--- src/rtl/bcd_pkg.sv ---
// ============================================================================
//  Module  : bcd_pkg
//  Purpose : Shared types, defaults and helper functions for the BCD converter.
//  Revision: 1.0  initial release
// ============================================================================
`default_nettype none

package bcd_pkg;

    localparam int DEFAULT_WIDTH  = 16;
    localparam int DEFAULT_DIGITS = 5;

    typedef enum logic [0:0] {
        IDLE  = 1'b0,
        SHIFT = 1'b1
    } state_t;

    // Bits needed to hold the iteration count WIDTH down to 0.
    function automatic int counter_width(input int width);
        return $clog2(width + 1);
    endfunction

    function automatic longint unsigned pow10(input int n);
        longint unsigned p;
        p = 64'd1;
        for (int i = 0; i < n; i++) begin
            p = p * 64'd10;
        end
        return p;
    endfunction

endpackage

`default_nettype wire

--- src/rtl/bcd_digit_adjust.sv ---
// ============================================================================
//  Module  : bcd_digit_adjust
//  Purpose : Double-dabble digit cell: add 3 when the digit is 5 or more.
//  Revision: 1.0  initial release
// ============================================================================
`default_nettype none

module bcd_digit_adjust (
    input  logic [3:0] digit_in,
    output logic [3:0] digit_out
);

    // No carry out: inputs never exceed 9, so the result never exceeds 12.
    assign digit_out = (digit_in >= 4'd5) ? (digit_in + 4'd3) : digit_in;

endmodule

`default_nettype wire

--- src/rtl/bcd_sequential_converter.sv ---
// ============================================================================
//  Module  : bcd_sequential_converter
//  Purpose : Multi-cycle shift/add-3 binary-to-BCD converter, WIDTH cycles per
//            conversion. Optional macro BCD_OVERRUN_FLAG_EN builds the sticky
//            dropped-write flag.
//  Revision: 1.0  initial release
// ============================================================================
`default_nettype none

module bcd_sequential_converter
    import bcd_pkg::*;
#(
    parameter int WIDTH  = DEFAULT_WIDTH,
    parameter int DIGITS = DEFAULT_DIGITS
) (
    input  logic                  clk,
    input  logic                  reset,
    input  logic                  wr,
    input  logic [WIDTH-1:0]      binary_number,
    output logic                  busy,
    output logic                  done,
    output logic [4*DIGITS-1:0]   bcd_number,
    output logic                  overrun
);

    localparam int CW = counter_width(WIDTH);

    if (pow10(DIGITS) <= ((64'd1 << WIDTH) - 64'd1)) begin : g_range_check
        $error("bcd_sequential_converter: DIGITS too small for WIDTH");
    end

    state_t                state;
    logic [WIDTH-1:0]      shift_reg;
    logic [4*DIGITS-1:0]   scratch;
    logic [4*DIGITS-1:0]   adjusted;
    logic [4*DIGITS-1:0]   shifted;
    logic [CW-1:0]         count;

    for (genvar d = 0; d < DIGITS; d++) begin : g_digit
        bcd_digit_adjust u_adjust (
            .digit_in  (scratch[4*d +: 4]),
            .digit_out (adjusted[4*d +: 4])
        );
    end

    // The scratch MSB drops off; after adjustment it is always zero.
    assign shifted = {adjusted[4*DIGITS-2:0], shift_reg[WIDTH-1]};

    always_ff @(posedge clk) begin
        if (reset) begin
            state      <= IDLE;
            busy       <= 1'b0;
            done       <= 1'b0;
            bcd_number <= '0;
            scratch    <= '0;
            shift_reg  <= '0;
            count      <= '0;
        end else begin
            done <= 1'b0;
            case (state)
                IDLE: begin
                    if (wr) begin
                        shift_reg <= binary_number;
                        scratch   <= '0;
                        count     <= CW'(WIDTH);
                        busy      <= 1'b1;
                        state     <= SHIFT;
                    end
                end
                SHIFT: begin
                    scratch   <= shifted;
                    shift_reg <= {shift_reg[WIDTH-2:0], 1'b0};
                    count     <= count - 1'b1;
                    if (count == CW'(1)) begin
                        bcd_number <= shifted;
                        done       <= 1'b1;
                        busy       <= 1'b0;
                        state      <= IDLE;
                    end
                end
                default: begin
                    state <= IDLE;
                    busy  <= 1'b0;
                end
            endcase
        end
    end

`ifdef BCD_OVERRUN_FLAG_EN
    always_ff @(posedge clk) begin
        if (reset) begin
            overrun <= 1'b0;
        end else if (wr && busy) begin
            overrun <= 1'b1;
        end
    end
`else
    assign overrun = 1'b0;
`endif

endmodule

`default_nettype wire

--- config.mk ---
export PLATFORM = sky130hd
export DESIGN_NAME = bcd_sequential_converter
export DESIGN_NICKNAME = d
export VERILOG_FILES = /design/src/rtl/bcd_pkg.sv /design/src/rtl/bcd_digit_adjust.sv /design/src/rtl/bcd_sequential_converter.sv
export SDC_FILE = /design/constraint.sdc
export NUM_CORES = 1
export LEC_CHECK = 0
export BUFFER_PORTS_ARGS = -buffer_cell sky130_fd_sc_hd__clkbuf_2
export CAP_MARGIN = 10
export CORE_ASPECT_RATIO = 1.75
export CORE_MARGIN = 1.5
export CORE_UTILIZATION = 56
export DETAILED_ROUTE_END_ITERATION = 6
export GPL_TIMING_DRIVEN = 0
export MAX_ROUTING_LAYER = met4
export PLACE_DENSITY = 0.77
export REMOVE_ABC_BUFFERS = 1
export SLEW_MARGIN = 10
export SYNTH_ARGS = -nofsm -noshare
export SYNTH_HDL_FRONTEND = slang
export SYNTH_SLANG_ARGS = --single-unit
--- constraint.sdc ---
create_clock -name clk -period 1.52 [get_ports clk]
set_input_delay 0.228 -clock clk [delete_from_list [all_inputs] [get_ports clk]]
set_output_delay 0.228 -clock clk [all_outputs]
set_load 0.005 [all_outputs]
==> flow_metrics.env, run 1 <==
export IMPL_status="complete, but fails checks"
export IMPL_violations="setup timing"
export IMPL_end_kind="register"
export IMPL_vias=2369
export IMPL_fp_dieH_um=96.7
export IMPL_fp_dieW_um=56.5
export IMPL_critPathMaxFanout=5
export IMPL_yosysSeqAreaShare_pct=45.6
export IMPL_tritoncts="built"
export IMPL_tightest_slew_ps=730
export IMPL_synth_simple_area_share_pct=15.2
export IMPL_first_global_vias=2257
export IMPL_ys_ff_latch=64
export IMPL_hold_path_class="in -> reg"
export IMPL_syn_area_mm2=0.00281
export IMPL_synth_most_common_cell="dfxtp_1"
export IMPL_fillerInstances=348
export IMPL_multi_input_area_mm2=0.00154
export IMPL_dp_worst_setup_slack_ps=-1010
export IMPL_p_leak_nw=1.44
export IMPL_clock_sinks=64
export IMPL_hold_viol=0
export IMPL_crit_type="reg -> reg"
export IMPL_drcViolationCount=0
export IMPL_grt_max_degree=37
export IMPL_rows=33
export IMPL_hpwl_mm=3.83
export IMPL_die_area_mm2=0.00546
export IMPL_cts_buffer_depth=2
export IMPL_clkSlewWorstSetupHoldPaths_ps=70
export IMPL_grt_antenna_before_repair=0
export IMPL_yosys_top_cells_count="64 x dfxtp_1, 39 x a21oi_1, 36 x nor2_1"
export IMPL_clock_skew_ps=3.95
export IMPL_io_buffer_count=40
export IMPL_syn_area_per_cell_um2=9.06
export IMPL_final_setup_worst_slack_ps=-11.4
export IMPL_boundaryPins=42
export IMPL_min_path_cells=3
export IMPL_cts_buffers=9
export IMPL_cp_start_kind="register"
export IMPL_firstDrtPassIters=4
export IMPL_fin_crit_sh_pct=101
export IMPL_synth_compound_area_share_pct=19.0
export IMPL_fin_crit_ps=1530
export IMPL_hold_slack_ps=182
export IMPL_ys_flop_type="dfxtp_1"
export IMPL_slew_headroom_pct=51.4
export IMPL_syn_inst=310
export IMPL_syn_to_final_growth_pct=24.7
export IMPL_routabilityCongestion=0.833
export IMPL_synth_adder_area_share_pct=5.35
export IMPL_synth_edf_count=0
export IMPL_yosys_top_cells_area="dfxtp_1 46%, mux2i_1 7.8%, a21oi_1 7.0%"
export IMPL_placed_cells=388
export IMPL_initial_core_util_pct=59.1
export IMPL_final_nets=385
export IMPL_slew_viol_final=0
export IMPL_seq_area_mm2=0.00130
export IMPL_setup_viol=2
export IMPL_synth_distinct_cells=28
export IMPL_drive_gt1_share_pct=27.9
export IMPL_insertion_delay_ps=340
export IMPL_wirelength_mm=6.51
export IMPL_htreeDepth=3
export IMPL_postRouteAntennaNets=0
export IMPL_r2r_cells=6
export IMPL_synth_async_reset_ratio_pct=0
export IMPL_viasPerCell=5.78
export IMPL_ir_drop_v=0.00121
export IMPL_final_cells=410
export IMPL_cts_hold_buffers=0
export IMPL_final_core_util_pct=73.7
export IMPL_grt_pass1_wl_mm=9.98
export IMPL_maxCapViolCount=0
export IMPL_arrival_ps=1820
export IMPL_powerDensity_mw_per_mm2=1020
export IMPL_fin_setup_tns_ps=-21.1
export IMPL_num_antenna_cells=0
export IMPL_core_region_area_mm2=0.00475
export IMPL_grt_ovfl_total=0
export IMPL_synth_largest_area_cell="dfxtp_1"
export IMPL_synth_xor_area_share_pct=1.87
export IMPL_synth_mux_area_share_pct=7.84
export IMPL_synth_top_family_by_area="compound AO/OA/AOI/OAI gates"
export IMPL_yosysWarnings=0
export IMPL_worstPathRequired_ps=1800
export IMPL_clock_root_buffer="clkbuf_8"
export IMPL_max_freq_mhz=653
export IMPL_wire_per_inst_um=15.9
export IMPL_grtUsageTotal_pct=23.6
export IMPL_drt_iter0_markers=72
export IMPL_synth_top_area_share_pct=45.6
-- kinds of logic after synthesis --
family	after synthesis
compound gates	88
xor+xnor	6
fa+ha+maj	12
buf+inv	31
flops	64
mux	22
other cells	1
simple gates	86
-- layer usage --
metal / global-route usage [%] / up-vias / wire, um
li1: - / 1170 / -
met1: 25.3 / 1116 / 2540
met5: - / - / 0
met2: 40.7 / 62 / 3500
met4: 10.3 / 0 / 233
met3: 4.95 / 21 / 235
-- cells in the final DEF (no fill, tap or decap), types with 5 or more instances in the layout --
master and n:
nand2_1 14, clkbuf_2 40, dfxtp_2 7, a22o_1 21
o21ai_0 23, clkbuf_8 12, mux2i_1 19, nand3_1 5
nor3b_1 13, nor2_1 35, dfxtp_1 55, buf_4 6
a21oi_1 33, xnor2_1 6, nand2b_1 6, inv_1 10
ha_1 6
-- path summary, 6_finish.rpt --
| path | start | endpoint | slack, ps |
|---|---|---|---|
| setup / recovery | scratch[16] | scratch[18] | -10 |
| hold / removal | binary_number[0] | shift_reg[0] | 180 |
| setup reg to reg | scratch[16] | scratch[18] | -10 |
| hold reg to reg | bcd_number[16] | bcd_number[16] | 450 |
-- through the flow --
step	total power, mW	instance area, um2
floorplan	1.95	2720
finish	3.59	3500
detailed placement	2.07	3050
global placement	2.03	2990
CTS	3.56	3320
global route	3.70	3500
-- critical path, stage by stage, from the launching register on --
cell and delay, ps:
dfxtp_1 360, inv_1 110, ha_2 230, nand2b_1 80
a21oi_2 240, mux2i_2 300, a22o_1 160
-- area by class of cell --
type / count / share of cell area (%)
multi-input combinational: 215 / 43.9
tap: 52 / 1.86
inverter: 14 / 1.57
sequential: 64 / 37.1
timing repair buffer: 50 / 9.79
clock buffer: 12 / 4.72
clock inverter: 3 / 1.14
-- power by group --
| part | internal [mW] | switching (mW) |
|---|---|---|
| Clock | 0.877 | 0.623 |
| Combinational | 0.149 | 0.171 |
| Sequential | 1.72 | 0.0441 |
| Total | 2.75 | 0.839 |
-- what timing repair did --
action	4_1_cts	5_1_grt
setup endpoints to repair	31	29
gates resized for setup	14	29
cloned	0	2
pin swaps	1	8
buffers inserted	2	3
Note: power is estimated with default switching activity, not from simulation.
==> run 2: changes to the inputs <==
--- a/config.mk
+++ b/config.mk
@@ -9,11 +9,11 @@
 export CAP_MARGIN = 10
 export CORE_ASPECT_RATIO = 1.75
 export CORE_MARGIN = 1.5
-export CORE_UTILIZATION = 56
+export CORE_UTILIZATION = 51
 export DETAILED_ROUTE_END_ITERATION = 6
 export GPL_TIMING_DRIVEN = 0
 export MAX_ROUTING_LAYER = met4
-export PLACE_DENSITY = 0.77
+export PLACE_DENSITY = 0.73
 export REMOVE_ABC_BUFFERS = 1
 export SLEW_MARGIN = 10
 export SYNTH_ARGS = -nofsm -noshare
==> constraint.sdc (replaced) <==
create_clock -name clk -period 1.3 [get_ports clk]
set_input_delay 0.195 -clock clk [delete_from_list [all_inputs] [get_ports clk]]
set_output_delay 0.195 -clock clk [all_outputs]
set_load 0.005 [all_outputs]
==> flow_metrics.env, run 2 (synthesis gave the netlist of run 1 again) <==
export IMPL_hold_path_class="in -> reg"
export IMPL_htreeDepth=3
export IMPL_wirelength_mm=7.65
export IMPL_hold_end="shift_reg[0]"
export IMPL_wire_per_inst_um=17.1
export IMPL_slew_viol_final=0
export IMPL_viasPerCell=5.64
export IMPL_tightest_slew_ps=757
export IMPL_fp_dieH_um=101
export IMPL_drive_gt1_share_pct=42.8
export IMPL_drcViolationCount=0
export IMPL_insertion_delay_ps=320
export IMPL_syn_to_final_growth_pct=39.8
export IMPL_crit_type="reg -> reg"
export IMPL_hold_viol=0
export IMPL_boundaryPins=42
export IMPL_grt_antenna_before_repair=0
export IMPL_routabilityCongestion=0.850
export IMPL_placed_cells=409
export IMPL_cp_start_kind="register"
export IMPL_place_area_mm2=0.00306
export IMPL_clock_sinks=64
export IMPL_min_path_cells=3
export IMPL_r2r_cells=6
export IMPL_postRouteAntennaNets=0
export IMPL_fin_crit_sh_pct=111
export IMPL_drt_iter0_markers=131
export IMPL_dp_worst_setup_slack_ps=-1250
export IMPL_status="complete, but fails checks"
export IMPL_slew_headroom_pct=49.5
export IMPL_worstPathCellList="inv_2, ha_4, nor4b_4, a21oi_4, clkbuf_16, a22o_1"
export IMPL_fin_crit_ps=1440
export IMPL_firstDrtPassIters=4
export IMPL_end_kind="register"
export IMPL_clock_skew_ps=11.6
export IMPL_rsz0062_at_grt="yes"
export IMPL_final_cells=448
export IMPL_grt_pass1_wl_mm=10.7
export IMPL_r2r_setup_slack_ps=-140
export IMPL_grt_max_degree=38
export IMPL_clock_root_buffer="clkbuf_8"
export IMPL_final_nets=403
export IMPL_rr_startpoint="count[1]"
export IMPL_r2r_end="bcd_number[5]"
export IMPL_p_leak_nw=1.57
export IMPL_cp_slowest_cell="dfxtp_2"
export IMPL_cp_depth=6
export IMPL_final_core_util_pct=74.1
export IMPL_final_cell_mix="48 x dfxtp_1, 40 x clkbuf_2, 35 x nor2_1"
export IMPL_clkSlewWorstSetupHoldPaths_ps=70
export IMPL_rows=35
export IMPL_cts_buffer_depth=2
export IMPL_initial_core_util_pct=53.0
export IMPL_vias=2528
export IMPL_crit_family="compound AO/OA/AOI/OAI gates"
export IMPL_core_region_area_mm2=0.00530
export IMPL_die_area_mm2=0.00598
export IMPL_hpwl_mm=3.70
export IMPL_arrival_ps=1660
export IMPL_max_stage_delay_ps=320
export IMPL_maxCapViolCount=0
export IMPL_cts_buffers=9
export IMPL_final_area_mm2=0.00393
export IMPL_critPathMaxFanout=8
export IMPL_fp_dieW_um=59.1
export IMPL_final_common_cell="dfxtp_1"
export IMPL_final_setup_worst_slack_ps=-141
export IMPL_grt_ovfl_total=0
export IMPL_tritoncts="built"
export IMPL_powerDensity_mw_per_mm2=1000
export IMPL_num_antenna_cells=0
export IMPL_ir_drop_v=0.000659
export IMPL_grtUsageTotal_pct=24.0
export IMPL_crit_buf_inv=2
export IMPL_setup_viol=28
export IMPL_hp_start="binary_number[0]"
export IMPL_first_global_vias=2367
export IMPL_max_freq_mhz=694
export IMPL_io_buffer_count=40
export IMPL_violations="setup timing"
export IMPL_worstPathRequired_ps=1520
export IMPL_cts_hold_buffers=0
## run 2: worst max-delay path by stage
stage               start              to  slack, ps
6_report         count[1]   bcd_number[5]       -140
5_1_grt        scratch[9]     scratch[10]       -210
4_1_cts          count[1]  bcd_number[14]       -140
3_5_place_dp        state  bcd_number[14]      -1250
3_3_place_gp        state   bcd_number[0]      -2000
2_1_floorplan       state   bcd_number[0]      -1010
## run 2: power breakdown
group	total (mW)	internal, mW	switching [mW]	leakage (nW)
sequential	2.05	2.01	0.0460	0.529
clock	1.44	0.762	0.679	0.0842
combinational	0.432	0.202	0.230	0.958
total	3.93	2.97	0.955	1.57
## run 2: what timing repair did
action	in CTS	in global routing
buffers inserted	16	8
gates cloned	1	1
pin swaps	33	15
endpoints found under the hold margin	0	0
gates resized for setup	81	46
endpoints found under the setup margin	44	45
## run 2: area by class of cell
class	instances	area, um2
multi-input cells	215	1800
fillers	360	1370
flip-flops and latches	64	1310
repair buffers	68	482
clock buffers	12	155
well taps	74	92.6
inverters	14	77.6
clock inverters	1	5.00
## run 2: worst reg2reg max path, stage by stage (launching register included)
cell       delay [ps]
dfxtp_2           320
inv_2              70
ha_4              110
nor4b_4           280
a21oi_4           150
clkbuf_16         220
a22o_1            200
## run 2: routing by layer
| layer | vias up | wire length [um] | track usage (%) |
|---|---|---|---|
| li1 | 1199 | - | - |
| met1 | 1220 | 2900 | 26.2 |
| met2 | 90 | 4210 | 40.8 |
| met3 | 19 | 359 | 3.96 |
| met4 | 0 | 184 | 12.6 |
| met5 | - | 0 | - |
## run 2: stage by stage
stage	power, mW	setup TNS (ps)	hold WS [ps]
CTS	3.89	-1960	161
floorplan	2.28	-40410	264
finish	3.93	-2450	178
detailed placement	2.41	-34160	443
global placement	2.38	-82780	437
global route	4.09	-4310	223
